[src/rtl/mips_pkg.sv]
// Shared MIPS core definitions: control-word field offsets, special register
// numbers and RegDst encodings used by the ID/EX stage.
package mips_pkg;

  localparam int CTRL_W = 22;

  // LSB-anchored field offsets. Twenty-two bits leave room for only the low
  // two PCSrc bits, so PCSrc occupies bits 21:20.
  localparam int CTRL_ALUFUN   = 0;
  localparam int CTRL_JUMP     = 6;
  localparam int CTRL_SIGN     = 7;
  localparam int CTRL_LUOP     = 8;
  localparam int CTRL_EXTOP    = 9;
  localparam int CTRL_MEMREAD  = 10;
  localparam int CTRL_MEMWRITE = 11;
  localparam int CTRL_BRANCH   = 12;
  localparam int CTRL_ALUSRC2  = 13;
  localparam int CTRL_ALUSRC1  = 14;
  localparam int CTRL_REGWRITE = 15;
  localparam int CTRL_MEMTOREG = 16;
  localparam int CTRL_REGDST   = 18;
  localparam int CTRL_PCSRC    = 20;

  localparam logic [4:0] REG_RA = 5'd31;
  localparam logic [4:0] REG_XP = 5'd26;

  typedef enum logic [1:0] {
    REGDST_RD = 2'd0,
    REGDST_RT = 2'd1,
    REGDST_RA = 2'd2,
    REGDST_XP = 2'd3
  } regdst_e;

  function automatic logic [4:0] resolve_wreg(input regdst_e sel,
                                              input logic [4:0] rt,
                                              input logic [4:0] rd);
    case (sel)
      REGDST_RD: resolve_wreg = rd;
      REGDST_RT: resolve_wreg = rt;
      REGDST_RA: resolve_wreg = REG_RA;
      default:   resolve_wreg = REG_XP;
    endcase
  endfunction

endpackage

[src/rtl/hazard_detect.sv]
// Load-use hazard detector: flags an ID instruction that needs the result of a
// load currently sitting in EX.
module hazard_detect (
  input  logic       ex_valid,
  input  logic       ex_memread,
  input  logic [4:0] ex_wreg,
  input  logic [4:0] id_rs,
  input  logic [4:0] id_rt,
  input  logic       id_uses_rt,
  output logic       load_use
);

  // Loads to $0 never produce a value worth waiting for.
  assign load_use = ex_valid & ex_memread & (ex_wreg != 5'd0) &
                    ((ex_wreg == id_rs) | (id_uses_rt & (ex_wreg == id_rt)));

endmodule

[src/rtl/id_ex_stage.sv]
// ID/EX pipeline register with load-use bubble insertion, write-register
// resolution and a saturating count of inserted load-use bubbles.
module id_ex_stage
  import mips_pkg::*;
#(
  parameter int DATA_W = 32,
  parameter int CTRL_W = mips_pkg::CTRL_W,
  parameter int CNT_W  = 16
) (
  input  logic              clk,
  input  logic              reset,
  input  logic [CTRL_W-1:0] id_ctrl,
  input  logic [DATA_W-1:0] id_pc_plus4,
  input  logic [DATA_W-1:0] id_rs_data,
  input  logic [DATA_W-1:0] id_rt_data,
  input  logic [DATA_W-1:0] id_imm,
  input  logic [4:0]        id_shamt,
  input  logic [4:0]        id_rs,
  input  logic [4:0]        id_rt,
  input  logic [4:0]        id_rd,
  input  logic              id_uses_rt,
  input  logic              hold,
  input  logic              flush,
  output logic [CTRL_W-1:0] ex_ctrl,
  output logic [DATA_W-1:0] ex_pc_plus4,
  output logic [DATA_W-1:0] ex_rs_data,
  output logic [DATA_W-1:0] ex_rt_data,
  output logic [DATA_W-1:0] ex_imm,
  output logic [4:0]        ex_shamt,
  output logic [4:0]        ex_rs,
  output logic [4:0]        ex_rt,
  output logic [4:0]        ex_wreg,
  output logic              ex_valid,
  output logic              stall_id,
  output logic [CNT_W-1:0]  bubble_cnt
);

  logic       load_use;
  logic [4:0] id_wreg;

  hazard_detect u_hazard (
    .ex_valid  (ex_valid),
    .ex_memread(ex_ctrl[CTRL_MEMREAD]),
    .ex_wreg   (ex_wreg),
    .id_rs     (id_rs),
    .id_rt     (id_rt),
    .id_uses_rt(id_uses_rt),
    .load_use  (load_use)
  );

  assign id_wreg  = resolve_wreg(regdst_e'(id_ctrl[CTRL_REGDST +: 2]), id_rt, id_rd);

  // A flush already kills the dependent instruction, so it needs no stall.
  assign stall_id = hold | (load_use & ~flush);

  // Priority: reset, hold, flush bubble, load-use bubble, normal capture.
  always_ff @(posedge clk) begin
    if (reset) begin
      ex_ctrl     <= '0;
      ex_pc_plus4 <= '0;
      ex_rs_data  <= '0;
      ex_rt_data  <= '0;
      ex_imm      <= '0;
      ex_shamt    <= '0;
      ex_rs       <= '0;
      ex_rt       <= '0;
      ex_wreg     <= '0;
      ex_valid    <= 1'b0;
      bubble_cnt  <= '0;
    end else if (hold) begin
      ex_valid    <= ex_valid;
    end else if (flush || load_use) begin
      ex_ctrl     <= '0;
      ex_pc_plus4 <= '0;
      ex_rs_data  <= '0;
      ex_rt_data  <= '0;
      ex_imm      <= '0;
      ex_shamt    <= '0;
      ex_rs       <= '0;
      ex_rt       <= '0;
      ex_wreg     <= '0;
      ex_valid    <= 1'b0;
      if (!flush && (bubble_cnt != {CNT_W{1'b1}}))
        bubble_cnt <= bubble_cnt + CNT_W'(1);
    end else begin
      ex_ctrl     <= id_ctrl;
      ex_pc_plus4 <= id_pc_plus4;
      ex_rs_data  <= id_rs_data;
      ex_rt_data  <= id_rt_data;
      ex_imm      <= id_imm;
      ex_shamt    <= id_shamt;
      ex_rs       <= id_rs;
      ex_rt       <= id_rt;
      ex_wreg     <= id_wreg;
      ex_valid    <= 1'b1;
    end
  end

endmodule

[config.mk]
export PLATFORM = sky130hd
export DESIGN_NAME = id_ex_stage
export DESIGN_NICKNAME = d
export VERILOG_FILES = /design/src/rtl/mips_pkg.sv /design/src/rtl/hazard_detect.sv /design/src/rtl/id_ex_stage.sv
export SDC_FILE = /design/constraint.sdc
export NUM_CORES = 1
export LEC_CHECK = 0
export BUFFER_PORTS_ARGS = -buffer_cell sky130_fd_sc_hd__buf_2
export CORE_AREA = 2 2 140 142
export DETAILED_ROUTE_END_ITERATION = 16
export DIE_AREA = 0 0 142 144
export PLACE_DENSITY = 0.61
export SYNTH_ARGS = -nofsm -noshare
export SYNTH_HDL_FRONTEND = slang
export SYNTH_SLANG_ARGS = --single-unit
[constraint.sdc]
create_clock -name clk -period 2.54 [get_ports clk]
set_input_delay 0.254 -clock clk [delete_from_list [all_inputs] [get_ports clk]]
set_output_delay 0.254 -clock clk [all_outputs]
set_load 0.1 [all_outputs]
**Yosys cells after proc, flatten, opt, wreduce, memory -nomap -nowiden**

Cells that the tools add are included.

- Bitwise operators: 9
- Equality and inequality tests: 5
- $add $sub $neg: 1
- Muxes and demuxes: 11
- Reductions and logical operators: 6

Operators by type and width:

| kind | number |
|---|---|
| $mux W32 | 4 |
| $mux W22 | 1 |
| $mux W5 | 4 |
| $add A16 B1 Y16 const B | 1 |
| $ne A16 B16 Y1 const B | 1 |
| $pmux W5 S3 | 1 |
| $eq A5 B5 Y1 | 2 |
| $and A1 B1 Y1 | 5 |
| $reduce_bool A5 Y1 | 1 |
| $reduce_and A3 Y1 | 1 |
| $eq A2 B1 Y1 const B | 1 |
| $eq A2 B2 Y1 const B | 1 |
| $logic_not A2 Y1 | 1 |
| $not A1 Y1 | 2 |
| $or A1 B1 Y1 | 2 |
| $logic_and A1 B1 Y1 | 1 |
| $logic_not A1 Y1 | 1 |
| $logic_or A1 B1 Y1 | 1 |
| $mux W1 | 1 |

- Logic and storage cells: 43
- Register bits: 187
- Input bits: 175
- Output and inout port bits: 188

**Logic depth before layout (Yosys ltp)**

Gate-level depths: netlist (run 1).

- Depth in word-level cells: 6
- Gate-level depth with buffers: 8

**Hierarchy**

A second synthesis (run 1) with hierarchy kept.

- Cell total of the unflattened synthesis: 703
- Area total of the unflattened synthesis: 6672.6 um^2

By module, submodules not included:

| module | times used | area each (um^2) | cells an instance |
|---|---|---|---|
| id_ex_stage | 1 | 6538.8 | 686 |
| hazard_detect | 1 | 133.9 | 17 |

**Least setup slack after synthesis (run 1)**

Ideal clock, no wire load.

- Path type: register to output
- From: register ex_wreg[3]
- To: output stall_id
- Cell stages (with the launch flop): 6
- Arrival time: 5.048 ns
- Slack: -2.762 ns
- Cell sequence: dfxtp_1 -> xor2_1 -> nor4_2 -> a32oi_2 -> clkbuf_1 -> o41ai_1

- Word-level cells in the longest chain between the ends: 6
- Elaborated cells on any way between the ends: 9

Ends and longest elaborated chain:

| item | RTL line | RTL |
|---|---|---|
| from (decl) | id_ex_stage.sv:32 | `output logic [4:0] ex_wreg,` |
| from (signal assigned) | id_ex_stage.sv:94 | `ex_wreg <= id_wreg;` |
| $eq A5 B5 Y1 | hazard_detect.sv:15 | `((ex_wreg == id_rs) \| (id_uses_rt & (ex_wreg == id_rt)));` |
| $and A1 B1 Y1 | hazard_detect.sv:15 |  |
| $or A1 B1 Y1 | hazard_detect.sv:15 |  |
| $and A1 B1 Y1 (*) | hazard_detect.sv:14 | `assign load_use = ex_valid & ex_memread & (ex_wreg != 5'd0) &` |
| $and A1 B1 Y1 (*) | id_ex_stage.sv:54 | `assign stall_id = hold \| (load_use & ~flush);` |
| $or A1 B1 Y1 (*) | id_ex_stage.sv:54 |  |
| to (decl) | id_ex_stage.sv:34 | `output logic stall_id,` |

Mark *: on every way between the ends. The rest lies on a longest branch, timed or not.

**Final worst setup path (run 1)**

- From: register ex_wreg[1]
- To: output stall_id

The elaborated chain is that of the path after synthesis.

==> reports/qor.csv, run 1 <==
stage,metric,value,unit
worst_hold_path,worst hold-check path type,in2reg,
cts,CTS buffer count,17,
placement,placed cells,1089,
placement,DP HPWL,12500,microns
power,power density over cell area,775,nW/um^2
routing,Avg Vias per Cell,4.90,
die,num rows,51,
synthesis,xor/xnor cell area share of the yosys netlist,1.39,%
cells_and_area,"commonest non-fill, non-tap cell in the layout",buf_2,
setup_path,CP Buf/Inv Count,2,
routing,Vias,5516,
die,total I/O pin count,363,
cts,CTS tree,done,
die,Core Footprint,19100,sq um
routing,antenna-violating nets left,0,
power,Clock power frac,36.4,%
grt,vias in the first global route,4870,
synthesis,post-synthesis simple-gate area fraction,6.90,%
routing,Initial DRC Count,240,
sta,final setup vio count,0,
setup_path,Critical Path AT,2.24,ns
synthesis,Post-Synthesis Cells,527,
setup_path,"CP delay by family, top",compound AO/OA/AOI/OAI gates,
cells_and_area,share of layout cells above drive strength 1,47.6,%
sta,final hold violation count,0,
setup_path,Slowest cell on crit path,o41ai_4,
placement,Placer Congestion,0.782,
run_status,status,"finished, final reports clean",
setup_path,Crit Reg-Reg Startpoint,ex_wreg[1]$_SDFFE_PP0N_,
setup_path,Critical Path RT,2.29,ns
synthesis,sequential area share after synthesis,59.5,%
power,Int Pwr,4.62,mW
sta,fmax,0.401,GHz
synthesis,Yosys reg bits,187,
synthesis,synth unique cells,36,
setup_path,R2R cell count,6,
setup_path,CP max stage delay,0.45,ns
setup_path,WS Path Type,reg2out,
placement,IO buf count,362,
setup_path,Worst Path Max Fanout,3,
sta,final hold slack,0.0459,ns
synthesis,Synth Cell Area,6290,sq um
power,sw frac,33.1,%
die,Initial Util,33.0,%
worst_hold_path,WHS Endpoint,ex_rt_data[10]$_SDFFE_PP0N_,
grt,total grt overflow,0,
cts,H-tree depth,4,
setup_path,WP depth,6,
synthesis,Adder-Cell Fraction of Synth Area,0.199,%
routing,drt pass-1 iters,4,
die,die height,144,microns
grt,GRT Overall Usage,16.2,%
power,LEAKAGE,4.43,nW
synthesis,YS warnings,0,
grt,first-pass GRT wire length,26200,microns
cts,clock root buffer,clkbuf_16,
cts,clock transition at the registers of the reported paths,0.08,ns
synthesis,post-synthesis mux area share,1.43,%
job,MaxCap Viol Count,0,
setup_path,Critical Path Start Type,flip-flop,
routing,DRC viols,0,
die,die footprint,20400,sq um
power,VDD IR-drop max,0.396,mV
placement,Setup WS pre-CTS,0.282,ns
routing,Routed WL,18000,microns
sta,RSZ-0062 raised after global routing,true,
sta,Setup WS post-layout,0.0462,ns
worst_hold_path,hold wc startpoint,id_rt_data[10],
sta,Pins Over Slew Limit,0,
cells_and_area,# nets final,1052,
die,Die X,142,microns
setup_path,CP Cell Sequence,"xor2_1, nor4_2, a32oi_2, buf_6, o41ai_4, buf_12",
power,combinational share of power,18.8,%
power,switching component of the power,2.29,mW
cells_and_area,"leading cell types in the layout, fill and taps excluded","buf_2 (362), dfxtp_1 (181), a22o_1 (170), clkbuf_16 (17), nor2_1 (15)",
power,Design Power,6.91,mW
cells_and_area,ANT cells,0,
setup_path,Reg-to-Reg End,ex_pc_plus4[2]$_SDFFE_PP0N_,
grt,initial antenna violation count,0,
sta,final worst path period need,2.49,ns
cts,clock sinks,187,
synthesis,Synth Area in Compound Gates,26.5,%
sta,Slew HR,45.8,%
synthesis,syn_area_per_cell,11.9,sq um
cells_and_area,final std cells w/o fill,1126,
cts,Longest Clk Path Bufs,2,
setup_path,crit end category,output pin,
power,sequential share of power,44.8,%
sta,worst slew pin tran,0.812,ns
sta,post-route setup TNS,0,ns
setup_path,flop-to-flop setup slack,0.09,ns
sta,Setup Skew,0.0136,ns
routing,routed len/inst,15.9,microns
cells_and_area,Layout area overhead,41.7,%
sta,Final period util,98.2,%
synthesis,Mapped Nets,703,
synthesis,main combinational cell family by area after synthesis,compound AO/OA/AOI/OAI gates,
worst_hold_path,Hold Path Depth,2,
cts,CTS Hold Bufs,0,
cts,worst-skew pair later-pin latency,0.42,ns
grt,pin count of the biggest net entering global routing,172,
## kinds of logic (layout without fill, tap and decap cells)
kind of cell	after synthesis	after routing
and+or+nand+nor	78	78
xor gates and xnor gates	10	10
buffers and inverters	47	408
DFF	187	187
muxes	8	8
AOI/OAI and AO/OA	196	196
adders and majority gates	1	1
## routing by layer
metal,part of all wire (%),vias up,GRT usage (%)
li1,-,2710,-
met1,44,2544,20.8
met2,47,246,26.1
met3,7.9,16,5.20
met4,1.3,0,4.84
met5,0,-,0
## area by class of cell
cell class	instances	area, sq um
Multi-Input combinational cell	293	2320
Inverter	2	7.51
Timing Repair Buffer	375	1970
Clock buffer	18	429
Fill cell	1826	10200
Sequential cell	187	3760
Clock inverter	13	129
Tap cell	238	298
## worst max-delay path by stage
stage,from,endpoint,slack (ns)
2_1_floorplan,ex_wreg[3]$_SDFFE_PP0N_,stall_id,-0.11
3_3_place_gp,ex_wreg[1]$_SDFFE_PP0N_,ex_rt_data[11]$_SDFFE_PP0N_,0.31
3_5_place_dp,ex_wreg[0]$_SDFFE_PP0N_,ex_pc_plus4[24]$_SDFFE_PP0N_,0.28
4_1_cts,ex_wreg[3]$_SDFFE_PP0N_,stall_id,0.02
5_1_grt,ex_wreg[1]$_SDFFE_PP0N_,stall_id,-0.09
6_report,ex_wreg[1]$_SDFFE_PP0N_,stall_id,0.05
## repair_timing
| item | in CTS | in global routing |
|---|---|---|
| resized for setup | 0 | 2 |
| endpoints found under the hold margin | 0 | 0 |
| setup buffers | 0 | 5 |
| setup endpoints to repair | 0 | 1 |
## registers in the layout (all words and copies together) (netlist names)
name	count
ex_imm	32
ex_pc_plus4	32
ex_rs_data	32
ex_rt_data	32
ex_ctrl	22
bubble_cnt	16
ex_rs	5
ex_rt	5
ex_shamt	5
ex_wreg	5
ex_valid	1
## power groups by stage
stage	sequential (mW)	clock, mW	combinational, mW
after global placement	3.16	0	1.29
after detailed placement	3.16	0	1.30
after global routing	3.11	2.74	1.35
after CTS	3.10	2.60	1.30
after floorplan	3.93	0	0.227
final	3.10	2.51	1.30
## worst reg2reg max path, delay by kind of cell, from the launching register on
kind | cells | cell delay, ns
buffers and inverters | 2 | 0.56
flip-flops | 1 | 0.35
AND/OR/NAND/NOR | 2 | 0.76
AO/OA/AOI/OAI | 2 | 0.74
## cells in the mapped netlist, drive strengths merged
cell | count | area [sq um]
o31ai | 4 | 30.0
clkbuf | 26 | 97.6
ha | 1 | 12.5
and3 | 3 | 18.8
nor2b | 12 | 75.1
or3b | 1 | 8.76
dfxtp | 187 | 3740
a211o | 3 | 26.3
nor3 | 9 | 45.0
xor2 | 9 | 78.8
inv | 2 | 7.51
nand4 | 6 | 37.5
nor3b | 2 | 15.0
nor2 | 16 | 60.1
nand3 | 4 | 20.0
buf | 19 | 153
o21ai | 6 | 30.0
and2 | 2 | 12.5
o31a | 1 | 8.76
or4 | 5 | 37.5
mux2 | 8 | 90.1
o21ba | 1 | 10.0
and4 | 4 | 35.0
a21o | 1 | 7.51
a22o | 170 | 1490
a32oi | 1 | 16.3
xnor2 | 1 | 8.76
o41ai | 1 | 8.76
or3 | 3 | 18.8
a21oi | 8 | 40.0
nor4 | 1 | 12.5
nand2 | 10 | 37.5
## metrics by stage
step | instance area (sq um) | util [%]
4_1_cts | 8860 | 46.4
5_1_grt | 8910 | 46.7
3_5_place_dp | 8300 | 43.5
2_1_floorplan | 6340 | -
3_3_place_gp | 8300 | 43.5
6_report | 8910 | 46.7
No activity file was read; power rests on OpenSTA's default activity.
==> inputs of run 2 (changes only) <==
--- a/config.mk
+++ b/config.mk
@@ -9,6 +9,7 @@
 export CORE_AREA = 2 2 140 142
 export DETAILED_ROUTE_END_ITERATION = 16
 export DIE_AREA = 0 0 142 144
+export MAX_ROUTING_LAYER = met4
 export PLACE_DENSITY = 0.61
 export SYNTH_ARGS = -nofsm -noshare
 export SYNTH_HDL_FRONTEND = slang
==> run 2 against run 1 <==
- maximum frequency decreased by 0.11%
- hold slack got worse by 0.0023 ns
- clock skew increased by 0.0015 ns
- flip-flop and latch count unchanged
- clock power about the same
- routed wire length about the same
- die area unchanged
- via count decreased by 0.15%
==> reports/qor.csv, run 2 (synthesis gave the netlist of run 1 again) <==
stage,metric,value,unit
cells_and_area,share of layout cells above drive strength 1,47.6,%
placement,IO buf count,362,
die,Die X,142,microns
sta,final setup vio count,0,
setup_path,Critical Path AT,2.24,ns
cts,Longest Clk Path Bufs,2,
cells_and_area,ANT cells,0,
cells_and_area,# nets final,1052,
die,Initial Util,33.0,%
run_status,status,"finished, final reports clean",
job,MaxCap Viol Count,0,
cts,worst-skew pair later-pin latency,0.42,ns
cts,CTS tree,done,
grt,pin count of the biggest net entering global routing,172,
routing,drt pass-1 iters,6,
sta,Setup WS post-layout,0.0434,ns
power,Design Power,6.91,mW
cts,clock transition at the registers of the reported paths,0.08,ns
routing,Avg Vias per Cell,4.89,
sta,post-route setup TNS,0,ns
cts,H-tree depth,4,
sta,RSZ-0062 raised after global routing,true,
worst_hold_path,worst hold-check path type,in2reg,
die,die footprint,20400,sq um
sta,Final period util,98.3,%
placement,Placer Congestion,0.796,
power,power density over cell area,775,nW/um^2
placement,DP HPWL,12500,microns
routing,DRC viols,0,
grt,total grt overflow,0,
setup_path,CP max stage delay,0.45,ns
cells_and_area,"leading cell types in the layout, fill and taps excluded","buf_2 (362), dfxtp_1 (181), a22o_1 (170), clkbuf_16 (17), nor2_1 (15)",
cells_and_area,Layout area overhead,41.7,%
grt,vias in the first global route,4877,
cells_and_area,final instance area,8910,sq um
power,VDD IR-drop max,0.396,mV
routing,Vias,5508,
die,num rows,51,
die,Core Footprint,19100,sq um
setup_path,Critical Path Start Type,flip-flop,
sta,final hold violation count,0,
sta,Setup Skew,0.0151,ns
sta,final worst path period need,2.50,ns
setup_path,CP Cell Sequence,"xor2_1, nor4_2, a32oi_2, buf_6, o41ai_4, buf_12",
cts,CTS buffer count,17,
setup_path,crit end category,output pin,
die,die height,144,microns
cts,clock root buffer,clkbuf_16,
sta,fmax,0.401,GHz
placement,Setup WS pre-CTS,0.282,ns
power,LEAKAGE,4.43,nW
sta,Slew HR,52.6,%
routing,antenna-violating nets left,0,
cells_and_area,final core occ,46.7,%
placement,placed cell area,8300,sq um
cells_and_area,"commonest non-fill, non-tap cell in the layout",buf_2,
routing,Initial DRC Count,298,
setup_path,Slowest cell on crit path,o41ai_4,
grt,GRT Overall Usage,16.6,%
setup_path,"CP delay by family, top",compound AO/OA/AOI/OAI gates,
routing,routed len/inst,15.9,microns
grt,first-pass GRT wire length,26200,microns
sta,Pins Over Slew Limit,0,
grt,initial antenna violation count,0,
setup_path,CP Buf/Inv Count,2,
sta,worst slew pin tran,0.710,ns
die,total I/O pin count,363,
setup_path,WS Path Type,reg2out,
cts,clock sinks,187,
setup_path,Critical Path RT,2.29,ns
setup_path,Worst Path Max Fanout,3,
routing,Routed WL,18000,microns
==> run 2: cell counts in the layout (fill, tap and decap cells not counted) <==
Identical to the previous run, type by type.
==> run 2: final cells by class <==
type	count	area, sq um
Fill cell	1826	10200
Sequential cell	187	3760
Multi-Input combinational cell	293	2320
Timing Repair Buffer	375	1970
Clock buffer	18	429
Tap cell	238	298
Clock inverter	13	129
Inverter	2	7.51
==> run 2: routing by layer <==
| layer | global-route usage, % | wire (microns) | vias to the layer above |
|---|---|---|---|
| met5 | - | 0 | - |
| met4 | 5.00 | 250 | 0 |
| met3 | 4.11 | 1220 | 18 |
| met2 | 26.1 | 8460 | 249 |
| met1 | 21.3 | 8020 | 2532 |
| li1 | - | - | 2709 |
==> run 2: worst paths after layout <==
| check | slack [ns] | depth (start not counted) | endpoint | start |
|---|---|---|---|---|
| hold reg to reg | 0.47 | 1 | ex_valid$_SDFFE_PP0N_ | ex_valid$_SDFFE_PP0N_ |
| hold / removal | 0.04 | 2 | ex_rs_data[20]$_SDFFE_PP0N_ | id_rs_data[20] |
| setup / recovery | 0.04 | 6 | stall_id | ex_wreg[1]$_SDFFE_PP0N_ |
| setup reg to reg | 0.14 | 6 | ex_rt_data[4]$_SDFFE_PP0N_ | ex_wreg[1]$_SDFFE_PP0N_ |
==> run 2: metrics by stage <==
| stage | hold slack (ns) | cells |
|---|---|---|
| 4_1_cts | 0.0197 | 1120 |
| 3_5_place_dp | 0.450 | 1089 |
| 6_report | 0.0436 | 1126 |
| 5_1_grt | 0.0160 | 1126 |
| 3_3_place_gp | 0.438 | 1089 |
| 2_1_floorplan | 0.387 | 527 |
==> run 2: power breakdown <==
| group | total [mW] | leakage (nW) | switching (mW) | internal (mW) |
|---|---|---|---|---|
| sequential | 3.10 | 1.53 | 0.0590 | 3.04 |
| combinational | 1.30 | 2.63 | 1.02 | 0.284 |
| clock | 2.51 | 0.276 | 1.22 | 1.30 |
==> run 2: repair_timing <==
item | in CTS | in global routing
hold buffers | 0 | 0
gates resized for setup | 0 | 2
endpoints found under the setup margin | 0 | 1
buffers inserted | 0 | 5
==> run 2: worst reg2reg max path, stage by stage (launching register included) <==
cell and delay (ns):
dfxtp_4 0.35, buf_4 0.14, or4_1 0.53, nor2_1 0.23, o31a_2 0.23, buf_16 0.48
a22o_1 0.38
==> inputs of run 3 (changes only) <==
--- a/config.mk
+++ b/config.mk
@@ -11,6 +11,7 @@
 export DIE_AREA = 0 0 142 144
 export MAX_ROUTING_LAYER = met4
 export PLACE_DENSITY = 0.61
+export REMOVE_ABC_BUFFERS = 1
 export SYNTH_ARGS = -nofsm -noshare
 export SYNTH_HDL_FRONTEND = slang
 export SYNTH_SLANG_ARGS = --single-unit
==> run 3 against run 2 <==
- via count fell by 0.62%
- clock skew rose by 0.0023 ns
- sequential share of layout area fell by 0.13 points
- worst setup slack improved by 0.047 ns
- non-clock buffer count fell by 5
- sequential power barely moved
- routed wire length fell by 1.9%
- total power rose by 2.1%
- critical path depth did not move
- utilization barely moved
- critical path type unchanged
==> reports/qor.csv, run 3 (synthesis gave the netlist of run 1 again) <==
stage,metric,value,unit
run_status,status,"finished, final reports clean",
sta,Slew HR,65.5,%
sta,final hold violation count,0,
power,VDD IR-drop max,0.370,mV
cells_and_area,ANT cells,0,
cells_and_area,area taken by flip-flops and latches,3750,sq um
worst_hold_path,worst hold-check path type,in2reg,
grt,initial antenna violation count,0,
die,Core Footprint,19100,sq um
cts,Longest Clk Path Bufs,2,
routing,Vias,5474,
sta,Final period util,96.4,%
grt,vias in the first global route,4959,
sta,Setup Skew,0.0174,ns
setup_path,Critical Path AT,2.20,ns
routing,antenna-violating nets left,0,
power,LEAKAGE,4.41,nW
die,num rows,51,
grt,first-pass GRT wire length,25900,microns
routing,DRC viols,0,
cells_and_area,# fillers,1837,
power,power density over cell area,793,nW/um^2
placement,Setup WS pre-CTS,0.233,ns
cells_and_area,Layout area overhead,41.5,%
cts,clock sinks,187,
cells_and_area,"commonest non-fill, non-tap cell in the layout",buf_2,
sta,final worst path period need,2.45,ns
die,die footprint,20400,sq um
cts,worst-skew pair later-pin latency,0.42,ns
cts,CTS tree,done,
sta,RSZ-0062 raised after global routing,false,
cts,CTS buffer count,17,
sta,Setup WS post-layout,0.0903,ns
routing,Routed WL,17600,microns
cells_and_area,# nets final,1047,
cells_and_area,area of the multi-input gates,2320,sq um
die,total I/O pin count,363,
placement,IO buf count,362,
routing,Initial DRC Count,261,
placement,Placer Congestion,0.836,
sta,final setup vio count,0,
cts,clock transition at the registers of the reported paths,0.08,ns
setup_path,Critical Path Start Type,flip-flop,
setup_path,WS Path Type,reg2out,
sta,final hold slack,0.0415,ns
routing,drt pass-1 iters,4,
cells_and_area,"leading cell types in the layout, fill and taps excluded","buf_2 (361), dfxtp_1 (185), a22o_1 (170), clkbuf_16 (17), nor2_1 (15)",
cells_and_area,share of layout cells above drive strength 1,46.9,%
sta,fmax,0.408,GHz
die,Die X,142,microns
cts,CTS Hold Bufs,0,
sta,worst slew pin tran,0.522,ns
job,MaxCap Viol Count,0,
setup_path,crit end category,output pin,
die,die height,144,microns
grt,total grt overflow,0,
cts,H-tree depth,4,
sta,Pins Over Slew Limit,0,
grt,pin count of the biggest net entering global routing,95,
setup_path,Worst Path Max Fanout,5,
routing,Avg Vias per Cell,4.88,
placement,DP HPWL,12300,microns
routing,routed len/inst,15.7,microns
cts,clock root buffer,clkbuf_16,
setup_path,Critical Path RT,2.29,ns
sta,post-route setup TNS,0,ns
grt,GRT Overall Usage,16.4,%
die,Initial Util,33.0,%
==> run 3: cell count changes in the layout (fill, tap and decap cells not counted), moves of 2 or more <==
cell	delta
clkinv_4	-3
buf_4	-4
dfxtp_1	+4
dfxtp_4	-4
buf_12	+2
inv_6	+3
==> run 3: path summary, 6_finish.rpt <==
kind                                      end  cells past startpoint                   startpoint  slack, ns
hold reg to reg   ex_rs_data[19]$_SDFFE_PP0N_                      1  ex_rs_data[19]$_SDFFE_PP0N_       0.47
setup / recovery                     stall_id                      6      ex_wreg[3]$_SDFFE_PP0N_       0.09
setup reg to reg   ex_rt_data[2]$_SDFFE_PP0N_                      7      ex_wreg[3]$_SDFFE_PP0N_       0.16
hold / removal    ex_pc_plus4[0]$_SDFFE_PP0N_                      2               id_pc_plus4[0]       0.04
==> run 3: per-layer routing <==
layer	track usage, %	share of wire, %
met5	-	0
met4	4.58	0.74
met3	4.40	5.7
met2	25.2	49
met1	21.5	45
==> run 3: final cells by class <==
| class | instances | share of cell area (%) |
|---|---|---|
| clock inverter | 14 | 1.90 |
| inverter | 2 | 0.0843 |
| tap | 238 | 3.34 |
| clock buffer | 18 | 4.82 |
| sequential | 187 | 42.1 |
| timing repair buffer | 370 | 21.8 |
| multi-input combinational | 293 | 26.0 |
==> run 3: timing repair <==
action / in CTS / in global routing
setup buffers: 1 / 0
pin swaps: 1 / 0
gates resized for setup: 2 / 2
cloned: 0 / 0
endpoints found under the setup margin: 1 / 1
endpoints found under the hold margin: 0 / 0
==> run 3: critical path: stages (launching register included) <==
cell,delay (ns)
dfxtp_2,0.36
xor2_1,0.17
nor4_2,0.36
a32oi_4,0.19
o41ai_2,0.36
buf_4,0.17
buf_12,0.16
==> run 3: where the power goes <==
part	internal [mW]	switching (mW)	leakage (nW)	total [mW]
clock network	1.42	1.25	0.294	2.67
registers	3.04	0.0592	1.53	3.10
logic	0.280	1.01	2.59	1.29
total	4.74	2.32	4.41	7.06
==> run 3: metrics by stage <==
| step | instance area, sq um | util (%) | power, mW | cells |
|---|---|---|---|---|
| 2_1_floorplan | 6040 | - | 4.14 | 482 |
| 3_3_place_gp | 8280 | 43.4 | 4.45 | 1089 |
| 3_5_place_dp | 8280 | 43.4 | 4.45 | 1089 |
| 4_1_cts | 8900 | 46.7 | 7.15 | 1122 |
| 5_1_grt | 8900 | 46.7 | 7.33 | 1122 |
| 6_report | 8900 | 46.7 | 7.06 | 1122 |
